--- src/rtl/ahb2axi_pkg.sv ---
// ahb2axi_pkg: shared types and constants for the AHB-Lite to AXI4-Lite bridge.
//   state_t          - bridge FSM states
//   HTRANS_*         - AHB transfer type encodings
//   HSIZE_*          - AHB transfer size encodings
//   RESP_*           - AXI response encodings
//   hsize_to_arsize  - maps AHB HSIZE onto AXI ARSIZE (11 folds to word)
package ahb2axi_pkg;

    typedef enum logic [3:0] {
        s_reset,
        s_idle,
        s_wdata,
        s_waxi,
        s_wresp,
        s_raxi,
        s_rresp,
        s_err1,
        s_err2
    } state_t;

    localparam logic [1:0] HTRANS_IDLE   = 2'b00;
    localparam logic [1:0] HTRANS_BUSY   = 2'b01;
    localparam logic [1:0] HTRANS_NONSEQ = 2'b10;
    localparam logic [1:0] HTRANS_SEQ    = 2'b11;

    localparam logic [1:0] HSIZE_BYTE = 2'b00;
    localparam logic [1:0] HSIZE_HALF = 2'b01;
    localparam logic [1:0] HSIZE_WORD = 2'b10;

    localparam logic [1:0] RESP_OKAY   = 2'b00;
    localparam logic [1:0] RESP_EXOKAY = 2'b01;
    localparam logic [1:0] RESP_SLVERR = 2'b10;
    localparam logic [1:0] RESP_DECERR = 2'b11;

    function automatic logic [2:0] hsize_to_arsize(input logic [1:0] hsize);
        return (hsize == 2'b11) ? 3'b010 : {1'b0, hsize};
    endfunction

endpackage

--- src/rtl/ahb2axi_if.sv ---
// ahb2axi_if: bundles the AHB-Lite slave port and the AXI4-Lite master port
// of the bridge.
//   modport slave  - the bridge's view: AHB requests in, AHB response out,
//                    AXI requests out, AXI responses in.
//   modport master - the surrounding system's view (AHB interconnect plus
//                    downstream AXI4-Lite slave), all directions reversed.
interface ahb2axi_if;

    // AHB-Lite
    logic        ahb_hsel;
    logic [31:0] ahb_haddr;
    logic [1:0]  ahb_htrans;
    logic [1:0]  ahb_hsize;
    logic        ahb_hwrite;
    logic [31:0] ahb_hwdata;
    logic        ahb_hready;
    logic        ahb_hreadyout;
    logic        ahb_hresp;
    logic [31:0] ahb_hrdata;

    // AXI4-Lite write channels
    logic [31:0] axi_awaddr;
    logic        axi_awvalid;
    logic        axi_awready;
    logic [31:0] axi_wdata;
    logic [3:0]  axi_wstrb;
    logic        axi_wvalid;
    logic        axi_wready;
    logic [1:0]  axi_bresp;
    logic        axi_bvalid;
    logic        axi_bready;

    // AXI4-Lite read channels
    logic [31:0] axi_araddr;
    logic [2:0]  axi_arsize;
    logic        axi_arvalid;
    logic        axi_arready;
    logic [31:0] axi_rdata;
    logic [1:0]  axi_rresp;
    logic        axi_rvalid;
    logic        axi_rready;

    modport slave (
        input  ahb_hsel, ahb_haddr, ahb_htrans, ahb_hsize, ahb_hwrite,
               ahb_hwdata, ahb_hready,
        output ahb_hreadyout, ahb_hresp, ahb_hrdata,
        output axi_awaddr, axi_awvalid, axi_wdata, axi_wstrb, axi_wvalid,
               axi_bready, axi_araddr, axi_arsize, axi_arvalid, axi_rready,
        input  axi_awready, axi_wready, axi_bresp, axi_bvalid,
               axi_arready, axi_rdata, axi_rresp, axi_rvalid
    );

    modport master (
        output ahb_hsel, ahb_haddr, ahb_htrans, ahb_hsize, ahb_hwrite,
               ahb_hwdata, ahb_hready,
        input  ahb_hreadyout, ahb_hresp, ahb_hrdata,
        input  axi_awaddr, axi_awvalid, axi_wdata, axi_wstrb, axi_wvalid,
               axi_bready, axi_araddr, axi_arsize, axi_arvalid, axi_rready,
        output axi_awready, axi_wready, axi_bresp, axi_bvalid,
               axi_arready, axi_rdata, axi_rresp, axi_rvalid
    );

endinterface

--- src/rtl/ahb2axi_strb.sv ---
// ahb2axi_strb: combinational write-strobe decode.
//   hsize   in 2 - captured AHB transfer size
//   addr_lo in 2 - captured address bits [1:0]
//   wstrb   out 4 - AXI byte-lane strobes
module ahb2axi_strb (
    input  logic [1:0] hsize,
    input  logic [1:0] addr_lo,
    output logic [3:0] wstrb
);
    import ahb2axi_pkg::*;

    always_comb begin
        wstrb = 4'b1111;
        case (hsize)
            HSIZE_BYTE: wstrb = 4'b0001 << addr_lo;
            HSIZE_HALF: wstrb = 4'b0011 << {addr_lo[1], 1'b0};
            default:    wstrb = 4'b1111;
        endcase
    end

endmodule

--- src/rtl/ahb2axi.sv ---
// ahb2axi: AHB-Lite slave to AXI4-Lite master bridge. Each captured AHB
// transfer becomes one AXI4-Lite read or write; the AHB data phase is held
// with ahb_hreadyout until the AXI response arrives, and SLVERR/DECERR turn
// into the two-cycle AHB ERROR response.
//   P_ALIGN_ADDR - 1 forces AXI address bits [1:0] to zero
//   clk, reset   - single clock, synchronous active-high reset
//   bus          - ahb2axi_if.slave (AHB-Lite slave + AXI4-Lite master)
// Every output is a flop; nothing combinational runs from inputs to outputs.
module ahb2axi #(
    parameter bit P_ALIGN_ADDR = 1'b0
) (
    input  logic      clk,
    input  logic      reset,
    ahb2axi_if.slave  bus
);
    import ahb2axi_pkg::*;

    state_t      state_q, state_d;
    logic        can_capture, capture;
    logic        aw_done, w_done;
    logic [31:0] addr_in;
    logic [3:0]  strb;

    logic [1:0]  haddr_lo_q, haddr_lo_d;
    logic [1:0]  hsize_q, hsize_d;
    logic        hwrite_q, hwrite_d;

    logic        hreadyout_q, hreadyout_d;
    logic        hresp_q, hresp_d;
    logic [31:0] hrdata_q, hrdata_d;
    logic [31:0] awaddr_q, awaddr_d;
    logic        awvalid_q, awvalid_d;
    logic [31:0] wdata_q, wdata_d;
    logic [3:0]  wstrb_q, wstrb_d;
    logic        wvalid_q, wvalid_d;
    logic        bready_q, bready_d;
    logic [31:0] araddr_q, araddr_d;
    logic [2:0]  arsize_q, arsize_d;
    logic        arvalid_q, arvalid_d;
    logic        rready_q, rready_d;

    // A new address phase is only accepted while this slave shows ready.
    assign can_capture = (state_q == s_idle) || (state_q == s_err2);
    assign capture     = can_capture && bus.ahb_hsel && bus.ahb_hready && bus.ahb_htrans[1];
    assign addr_in     = P_ALIGN_ADDR ? {bus.ahb_haddr[31:2], 2'b00} : bus.ahb_haddr;

    // A channel counts as done once its valid has dropped or is handshaking now.
    assign aw_done = !awvalid_q || bus.axi_awready;
    assign w_done  = !wvalid_q  || bus.axi_wready;

    ahb2axi_strb u_strb (
        .hsize   (hsize_q),
        .addr_lo (haddr_lo_q),
        .wstrb   (strb)
    );

    // Next-state logic
    always_comb begin
        state_d = state_q;
        case (state_q)
            s_reset: state_d = s_idle;
            s_idle, s_err2: begin
                if (capture)
                    state_d = bus.ahb_hwrite ? s_wdata : s_raxi;
                else
                    state_d = s_idle;
            end
            s_wdata: state_d = s_waxi;
            s_waxi:  if (aw_done && w_done) state_d = s_wresp;
            s_wresp: if (bus.axi_bvalid) state_d = bus.axi_bresp[1] ? s_err1 : s_idle;
            s_raxi:  if (bus.axi_arready) state_d = s_rresp;
            s_rresp: if (bus.axi_rvalid) state_d = bus.axi_rresp[1] ? s_err1 : s_idle;
            s_err1:  state_d = s_err2;
            default: state_d = s_idle;
        endcase
    end

    // Output logic: next values of the output flops, derived from state_d so
    // that each registered output lines up with the state it belongs to.
    always_comb begin
        haddr_lo_d  = haddr_lo_q;
        hsize_d     = hsize_q;
        hwrite_d    = hwrite_q;
        hrdata_d    = hrdata_q;
        awaddr_d    = awaddr_q;
        wdata_d     = wdata_q;
        wstrb_d     = wstrb_q;
        araddr_d    = araddr_q;
        arsize_d    = arsize_q;

        hreadyout_d = (state_d == s_idle) || (state_d == s_err2);
        hresp_d     = (state_d == s_err1) || (state_d == s_err2);
        bready_d    = (state_d == s_wresp);
        arvalid_d   = (state_d == s_raxi);
        rready_d    = (state_d == s_rresp);

        // AW and W rise together and each falls on its own handshake.
        case (state_q)
            s_wdata: begin
                awvalid_d = 1'b1;
                wvalid_d  = 1'b1;
            end
            s_waxi: begin
                awvalid_d = awvalid_q && !bus.axi_awready;
                wvalid_d  = wvalid_q  && !bus.axi_wready;
            end
            default: begin
                awvalid_d = 1'b0;
                wvalid_d  = 1'b0;
            end
        endcase

        if (capture) begin
            haddr_lo_d = bus.ahb_haddr[1:0];
            hsize_d    = bus.ahb_hsize;
            hwrite_d   = bus.ahb_hwrite;
            if (bus.ahb_hwrite) begin
                awaddr_d = addr_in;
            end else begin
                araddr_d = addr_in;
                arsize_d = hsize_to_arsize(bus.ahb_hsize);
            end
        end

        // Write data only becomes valid on the AHB bus in the data phase.
        if (state_q == s_wdata) begin
            wdata_d = bus.ahb_hwdata;
            wstrb_d = strb;
        end

        if ((state_q == s_rresp) && !hwrite_q && bus.axi_rvalid)
            hrdata_d = bus.axi_rdata;
    end

    // State and output registers
    always_ff @(posedge clk) begin
        if (reset) begin
            state_q     <= s_reset;
            haddr_lo_q  <= 2'b00;
            hsize_q     <= 2'b00;
            hwrite_q    <= 1'b0;
            hreadyout_q <= 1'b1;
            hresp_q     <= 1'b0;
            hrdata_q    <= '0;
            awaddr_q    <= '0;
            awvalid_q   <= 1'b0;
            wdata_q     <= '0;
            wstrb_q     <= '0;
            wvalid_q    <= 1'b0;
            bready_q    <= 1'b0;
            araddr_q    <= '0;
            arsize_q    <= '0;
            arvalid_q   <= 1'b0;
            rready_q    <= 1'b0;
        end else begin
            state_q     <= state_d;
            haddr_lo_q  <= haddr_lo_d;
            hsize_q     <= hsize_d;
            hwrite_q    <= hwrite_d;
            hreadyout_q <= hreadyout_d;
            hresp_q     <= hresp_d;
            hrdata_q    <= hrdata_d;
            awaddr_q    <= awaddr_d;
            awvalid_q   <= awvalid_d;
            wdata_q     <= wdata_d;
            wstrb_q     <= wstrb_d;
            wvalid_q    <= wvalid_d;
            bready_q    <= bready_d;
            araddr_q    <= araddr_d;
            arsize_q    <= arsize_d;
            arvalid_q   <= arvalid_d;
            rready_q    <= rready_d;
        end
    end

    assign bus.ahb_hreadyout = hreadyout_q;
    assign bus.ahb_hresp     = hresp_q;
    assign bus.ahb_hrdata    = hrdata_q;
    assign bus.axi_awaddr    = awaddr_q;
    assign bus.axi_awvalid   = awvalid_q;
    assign bus.axi_wdata     = wdata_q;
    assign bus.axi_wstrb     = wstrb_q;
    assign bus.axi_wvalid    = wvalid_q;
    assign bus.axi_bready    = bready_q;
    assign bus.axi_araddr    = araddr_q;
    assign bus.axi_arsize    = arsize_q;
    assign bus.axi_arvalid   = arvalid_q;
    assign bus.axi_rready    = rready_q;

endmodule

--- src/flat_wrapper.sv ---
// flat-port wrapper written by rule: the top's interface ports become plain ports
module ahb2axi_flat import ahb2axi_pkg::*;
#(
    parameter bit P_ALIGN_ADDR = 1'b0
)
  (clk, reset, bus_ahb_hsel, bus_ahb_haddr, bus_ahb_htrans, bus_ahb_hsize, bus_ahb_hwrite, bus_ahb_hwdata, bus_ahb_hready, bus_ahb_hreadyout, bus_ahb_hresp, bus_ahb_hrdata, bus_axi_awaddr, bus_axi_awvalid, bus_axi_wdata, bus_axi_wstrb, bus_axi_wvalid, bus_axi_bready, bus_axi_araddr, bus_axi_arsize, bus_axi_arvalid, bus_axi_rready, bus_axi_awready, bus_axi_wready, bus_axi_bresp, bus_axi_bvalid, bus_axi_arready, bus_axi_rdata, bus_axi_rresp, bus_axi_rvalid);
  ahb2axi_if bus_i ();
  input  logic clk;
  input  logic reset;
  input wire logic [$bits(bus_i.ahb_hsel)-1:0] bus_ahb_hsel;
  input wire logic [$bits(bus_i.ahb_haddr)-1:0] bus_ahb_haddr;
  input wire logic [$bits(bus_i.ahb_htrans)-1:0] bus_ahb_htrans;
  input wire logic [$bits(bus_i.ahb_hsize)-1:0] bus_ahb_hsize;
  input wire logic [$bits(bus_i.ahb_hwrite)-1:0] bus_ahb_hwrite;
  input wire logic [$bits(bus_i.ahb_hwdata)-1:0] bus_ahb_hwdata;
  input wire logic [$bits(bus_i.ahb_hready)-1:0] bus_ahb_hready;
  output wire logic [$bits(bus_i.ahb_hreadyout)-1:0] bus_ahb_hreadyout;
  output wire logic [$bits(bus_i.ahb_hresp)-1:0] bus_ahb_hresp;
  output wire logic [$bits(bus_i.ahb_hrdata)-1:0] bus_ahb_hrdata;
  output wire logic [$bits(bus_i.axi_awaddr)-1:0] bus_axi_awaddr;
  output wire logic [$bits(bus_i.axi_awvalid)-1:0] bus_axi_awvalid;
  output wire logic [$bits(bus_i.axi_wdata)-1:0] bus_axi_wdata;
  output wire logic [$bits(bus_i.axi_wstrb)-1:0] bus_axi_wstrb;
  output wire logic [$bits(bus_i.axi_wvalid)-1:0] bus_axi_wvalid;
  output wire logic [$bits(bus_i.axi_bready)-1:0] bus_axi_bready;
  output wire logic [$bits(bus_i.axi_araddr)-1:0] bus_axi_araddr;
  output wire logic [$bits(bus_i.axi_arsize)-1:0] bus_axi_arsize;
  output wire logic [$bits(bus_i.axi_arvalid)-1:0] bus_axi_arvalid;
  output wire logic [$bits(bus_i.axi_rready)-1:0] bus_axi_rready;
  input wire logic [$bits(bus_i.axi_awready)-1:0] bus_axi_awready;
  input wire logic [$bits(bus_i.axi_wready)-1:0] bus_axi_wready;
  input wire logic [$bits(bus_i.axi_bresp)-1:0] bus_axi_bresp;
  input wire logic [$bits(bus_i.axi_bvalid)-1:0] bus_axi_bvalid;
  input wire logic [$bits(bus_i.axi_arready)-1:0] bus_axi_arready;
  input wire logic [$bits(bus_i.axi_rdata)-1:0] bus_axi_rdata;
  input wire logic [$bits(bus_i.axi_rresp)-1:0] bus_axi_rresp;
  input wire logic [$bits(bus_i.axi_rvalid)-1:0] bus_axi_rvalid;
  assign bus_i.ahb_hsel = bus_ahb_hsel;
  assign bus_i.ahb_haddr = bus_ahb_haddr;
  assign bus_i.ahb_htrans = bus_ahb_htrans;
  assign bus_i.ahb_hsize = bus_ahb_hsize;
  assign bus_i.ahb_hwrite = bus_ahb_hwrite;
  assign bus_i.ahb_hwdata = bus_ahb_hwdata;
  assign bus_i.ahb_hready = bus_ahb_hready;
  assign bus_ahb_hreadyout = bus_i.ahb_hreadyout;
  assign bus_ahb_hresp = bus_i.ahb_hresp;
  assign bus_ahb_hrdata = bus_i.ahb_hrdata;
  assign bus_axi_awaddr = bus_i.axi_awaddr;
  assign bus_axi_awvalid = bus_i.axi_awvalid;
  assign bus_axi_wdata = bus_i.axi_wdata;
  assign bus_axi_wstrb = bus_i.axi_wstrb;
  assign bus_axi_wvalid = bus_i.axi_wvalid;
  assign bus_axi_bready = bus_i.axi_bready;
  assign bus_axi_araddr = bus_i.axi_araddr;
  assign bus_axi_arsize = bus_i.axi_arsize;
  assign bus_axi_arvalid = bus_i.axi_arvalid;
  assign bus_axi_rready = bus_i.axi_rready;
  assign bus_i.axi_awready = bus_axi_awready;
  assign bus_i.axi_wready = bus_axi_wready;
  assign bus_i.axi_bresp = bus_axi_bresp;
  assign bus_i.axi_bvalid = bus_axi_bvalid;
  assign bus_i.axi_arready = bus_axi_arready;
  assign bus_i.axi_rdata = bus_axi_rdata;
  assign bus_i.axi_rresp = bus_axi_rresp;
  assign bus_i.axi_rvalid = bus_axi_rvalid;
  ahb2axi #(.P_ALIGN_ADDR(P_ALIGN_ADDR)) u_core (.clk(clk), .reset(reset), .bus(bus_i));
endmodule
--- config.mk ---
export PLATFORM = sky130hd
export DESIGN_NAME = ahb2axi_flat
export DESIGN_NICKNAME = d
export VERILOG_FILES = /design/src/rtl/ahb2axi_pkg.sv /design/src/rtl/ahb2axi_if.sv /design/src/rtl/ahb2axi_strb.sv /design/src/rtl/ahb2axi.sv /design/src/flat_wrapper.sv
export SDC_FILE = /design/constraint.sdc
export NUM_CORES = 1
export LEC_CHECK = 0
export ABC_AREA = 1
export BUFFER_PORTS_ARGS = -buffer_cell sky130_fd_sc_hd__buf_2
export CORE_AREA = 2 2 109 111
export DETAILED_ROUTE_END_ITERATION = 10
export DIE_AREA = 0 0 111 113
export GPL_TIMING_DRIVEN = 0
export HOLD_SLACK_MARGIN = 0.1
export MAX_ROUTING_LAYER = met4
export PLACE_DENSITY = 0.85
export SLEW_MARGIN = 20
export SYNTH_ARGS = -nofsm -noshare
export SYNTH_HDL_FRONTEND = slang
export SYNTH_SLANG_ARGS = --single-unit
export TNS_END_PERCENT = 50
--- constraint.sdc ---
create_clock -name clk -period 2 [get_ports clk]
set_input_delay 0.3 -clock clk [delete_from_list [all_inputs] [get_ports clk]]
set_output_delay 0.3 -clock clk [all_outputs]
set_load 0.01 [all_outputs]
==> metrics.md <==
| Metric | Value |
|---|---|
| Deepest level of the CTS H-tree | 4 |
| Gates resized, CTS repair | 0 |
| Uppermost layer routed | met4 |
| Residual overflow from global routing | 0 |
| Max_cap viols | 0 |
| Portion of total power attributed to sequential cells | 0.464 |
| Endpoint kind of the worst setup timing path | flip-flop |
| Clock Power Share | 0.468 |
| Post-synthesis to final-layout area growth | 36.2% |
| Cell-internal power | 5.13 mW |
| Met1 Wirelength | 6580 um |
| Hold depth | 3 |
| GRT Resource Usage Total | 0.261 |
| Maximum count of clock buffers along a single path | 2 |
| Amount of wire on met3 after detailed routing | 1190 um |
| Placeable core region | 0.0113 sq mm |
| Status | finished clean |
| Die outline area | 0.0125 sq mm |
| Summed instance area of the synthesized netlist | 0.00552 sq mm |
| Number of clock buffers inserted by TritonCTS | 17 |
| EDFF count, synth | 0 |
| Cell with the biggest individual delay on the critical path | dfxtp_1 |
| Final Max Tran Viols | 0 |
| Flip-flop cell with the highest count after synthesis | dfxtp_1 |
| Post-synthesis cell type count | 24 |
| First-pass GRT wire length | 25600 um |
| Die Ht | 113 um |
| Post-synthesis cell count | 713 |
| Cell chosen for the clock root | clkbuf_16 |
| Final RePlAce weighted congestion | 0.914 |
| Vias | 5728 |
| Detailed route wirelength on metal2 | 7690 um |
| Wirelength per Cell | 14.0 um |
| Final critical path time including I/O delays and setup | 1780 ps |
| Clock skew | 7.81 ps |
| CTS clk-pin slew, worst paths | 60 ps |
| Required time worst endpoint | 2290 ps |
| Setup repair after global routing missed its margin | no |
| # port buffers | 249 |
| DIE WIDTH | 111 um |
| Net count, final | 1095 |
| Buffers inserted by post-CTS timing repair | 0 |
| Initial antenna violation count | 0 |
| Area used by sequential logic in the layout | 0.00300 sq mm |
| Pwr per Cell Area | 875 mW/mm^2 |
| Longest individual stage delay on the worst path | 470 ps |
| TritonCTS clock tree | yes |
| Pin count of the biggest net entering global routing | 17 |
| Number of design-rule violations left by the first detailed-router iteration | 381 |
| Latest clock arrival within the worst-skew pair | 410 ps |
| Standby leakage power | 3.50 nW |
| Share of the clock period used by the worst path after layout | 0.888 |
| Post-synthesis sequential element count | 150 |
| Clock sink count | 150 |
| Nets in the synthesized netlist | 827 |
| Cell count of the worst reg-to-reg path | 6 |
| Number of global-route vias before repair | 5357 |
| Fmax | 563 MHz |
| Type of the tightest min-delay check | input port to flip-flop |
| Maximum fanout count along the critical path | 10 |
| Sequential share of the synthesized area | 0.544 |
| Switching share of total power | 0.221 |
| Filler Cells Inserted | 1001 |
| Yosys warns | 0 |
| Part of the power in combinational logic | 0.068 |
| Half-perimeter wire length after placement | 12000 um |
| Diodes inserted | 0 |
| Net Switching | 1.45 mW |
| CP Launch Type | flip-flop |
| Crit path arrival time | 2070 ps |
| Fraction of registers with async set or reset after synthesis | 0 |
| Final-layout setup total negative slack | 0 ps |
| Headroom to the max-slew limit | 0.614 |
| Multi-input logic area | 0.00217 sq mm |
| Final Setup Violations | 0 |
| CP dominant cell by count | nand2_1 |
| DRC | 0 |
| Post-CTS Hold Fix Bufs | 0 |
| Highest ir drop seen on vdd | 0.684 mV |
| Initial core utilization | 0.490 |
| Final routed wirelength across all metal layers | 16000 um |
| Fraction of final layout cells with drive strength greater than 1 | 0.320 |
| Hold violation count in the final report | 0 |
| Mean instance size in the synthesized netlist | 7.75 sq um |
| Critical Setup Path Class | flip-flop to flip-flop |
| Cell row count | 39 |
| Cell Chain, Critical Path | nand2_1, nor3_2, nand2_1, clkbuf_1, o21ai_0, nor2_1 |
| DR pass1 iterations | 5 |
| Final ANT Viol Nets | 0 |
| Worst-margin pin slew | 578 ps |
| I/O pin count | 256 |
| Routed vias/inst | 5.04 |
| Worst Hold Margin | 141 ps |
==> through the flow <==
stage | power [mW] | cell area (sq um) | utilization | cells | worst slack (ps)
2_1_floorplan | 3.35 | 5520 | - | 713 | 682
3_3_place_gp | 3.56 | 6950 | 0.616 | 1105 | 287
3_5_place_dp | 3.56 | 6950 | 0.616 | 1105 | 251
4_1_cts | 6.63 | 7520 | 0.667 | 1136 | 244
5_1_grt | 6.82 | 7520 | 0.667 | 1136 | 75.8
6_report | 6.59 | 7520 | 0.667 | 1136 | 224
==> kinds of logic (layout without fill, tap and decap cells) <==
group                  Yosys count  in the layout  synth area share
and+or+nand+nor                335            335             0.249
AOI/OAI and AO/OA              156            156             0.143
DFF                            150            150             0.544
buffers and inverters           71            351            0.0634
other                            1              1          0.000679
==> power by group through the flow <==
stage / Combinational, mW / Sequential [mW] / Clock [mW]
after global placement: 0.436 / 3.12 / 0
after detailed placement: 0.442 / 3.12 / 0
after CTS: 0.444 / 3.06 / 3.13
after global routing: 0.496 / 3.06 / 3.27
after floorplan: 0.205 / 3.14 / 0
final: 0.445 / 3.06 / 3.08
==> per-layer routing <==
layer	track usage	vias up
li1	-	2847
met1	0.301	2583
met2	0.435	258
met3	0.0589	40
met4	0.123	0
met5	-	-
==> cell usage after synthesis (2+ instances only) <==
master | n | share of area
inv_2 | 6 | 0.0041
inv_1 | 19 | 0.013
nor2_2 | 6 | 0.0068
buf_1 | 2 | 0.0014
buf_6 | 9 | 0.018
nand2_1 | 122 | 0.083
dfxtp_1 | 150 | 0.54
buf_2 | 10 | 0.0091
nand2_2 | 4 | 0.0045
o21ai_0 | 82 | 0.074
nand3_1 | 47 | 0.043
a21oi_1 | 71 | 0.064
clkbuf_1 | 23 | 0.016
nor2_1 | 151 | 0.10
a211oi_1 | 2 | 0.0027
==> layout make-up <==
type / count / share of cell area
multi-input combinational: 492 / 0.288
clock buffer: 22 / 0.0630
timing repair buffer: 249 / 0.166
inverter: 26 / 0.0130
tap: 143 / 0.0238
sequential: 150 / 0.399
clock inverter: 9 / 0.0135
buffer: 45 / 0.0336
==> cells in the final DEF, fill, tap and decap left out, types with 2 or more instances in the layout <==
master,instances
buf_2,259
nor2_1,151
dfxtp_1,150
nand2_1,122
o21ai_0,82
a21oi_1,71
nand3_1,47
clkbuf_1,25
inv_1,19
clkbuf_16,17
buf_6,9
inv_2,6
nor2_2,6
clkinv_2,5
nand2_2,4
clkbuf_8,3
buf_1,2
a211oi_1,2
bufinv_16,2
==> state kept, by name, summed over array words and instances, names as in the netlist, 2 cells and up <==
name and cells:
u_core.haddr_lo_q 2, u_core.bus.axi_araddr 32, u_core.state_q 4, u_core.hsize_q 2, u_core.bus.ahb_hrdata 32, u_core.bus.axi_awaddr 32
u_core.bus.axi_wdata 32, u_core.bus.axi_arsize 2, u_core.bus.axi_wstrb 4
==> worst max-delay path, delay by kind of cell (launching register included) <==
kind / cells / cell delay (ps)
AOI/OAI and AO/OA: 1 / 240
buffers and inverters: 1 / 260
DFF: 1 / 470
and+or+nand+nor: 4 / 700
==> path summary, 6_finish.rpt <==
kind / endpoint / slack, ps / startpoint
worst max-delay path: u_core.bus.ahb_hrdata[17] / 220 / u_core.state_q[1]
worst min-delay path: u_core.bus.axi_wdata[8] / 140 / bus_ahb_hwdata[8]
worst min register to register: u_core.bus.axi_araddr[27] / 460 / u_core.bus.axi_araddr[27]
worst max register to register: u_core.bus.ahb_hrdata[17] / 220 / u_core.state_q[1]
(Power assumes the default switching activity.)
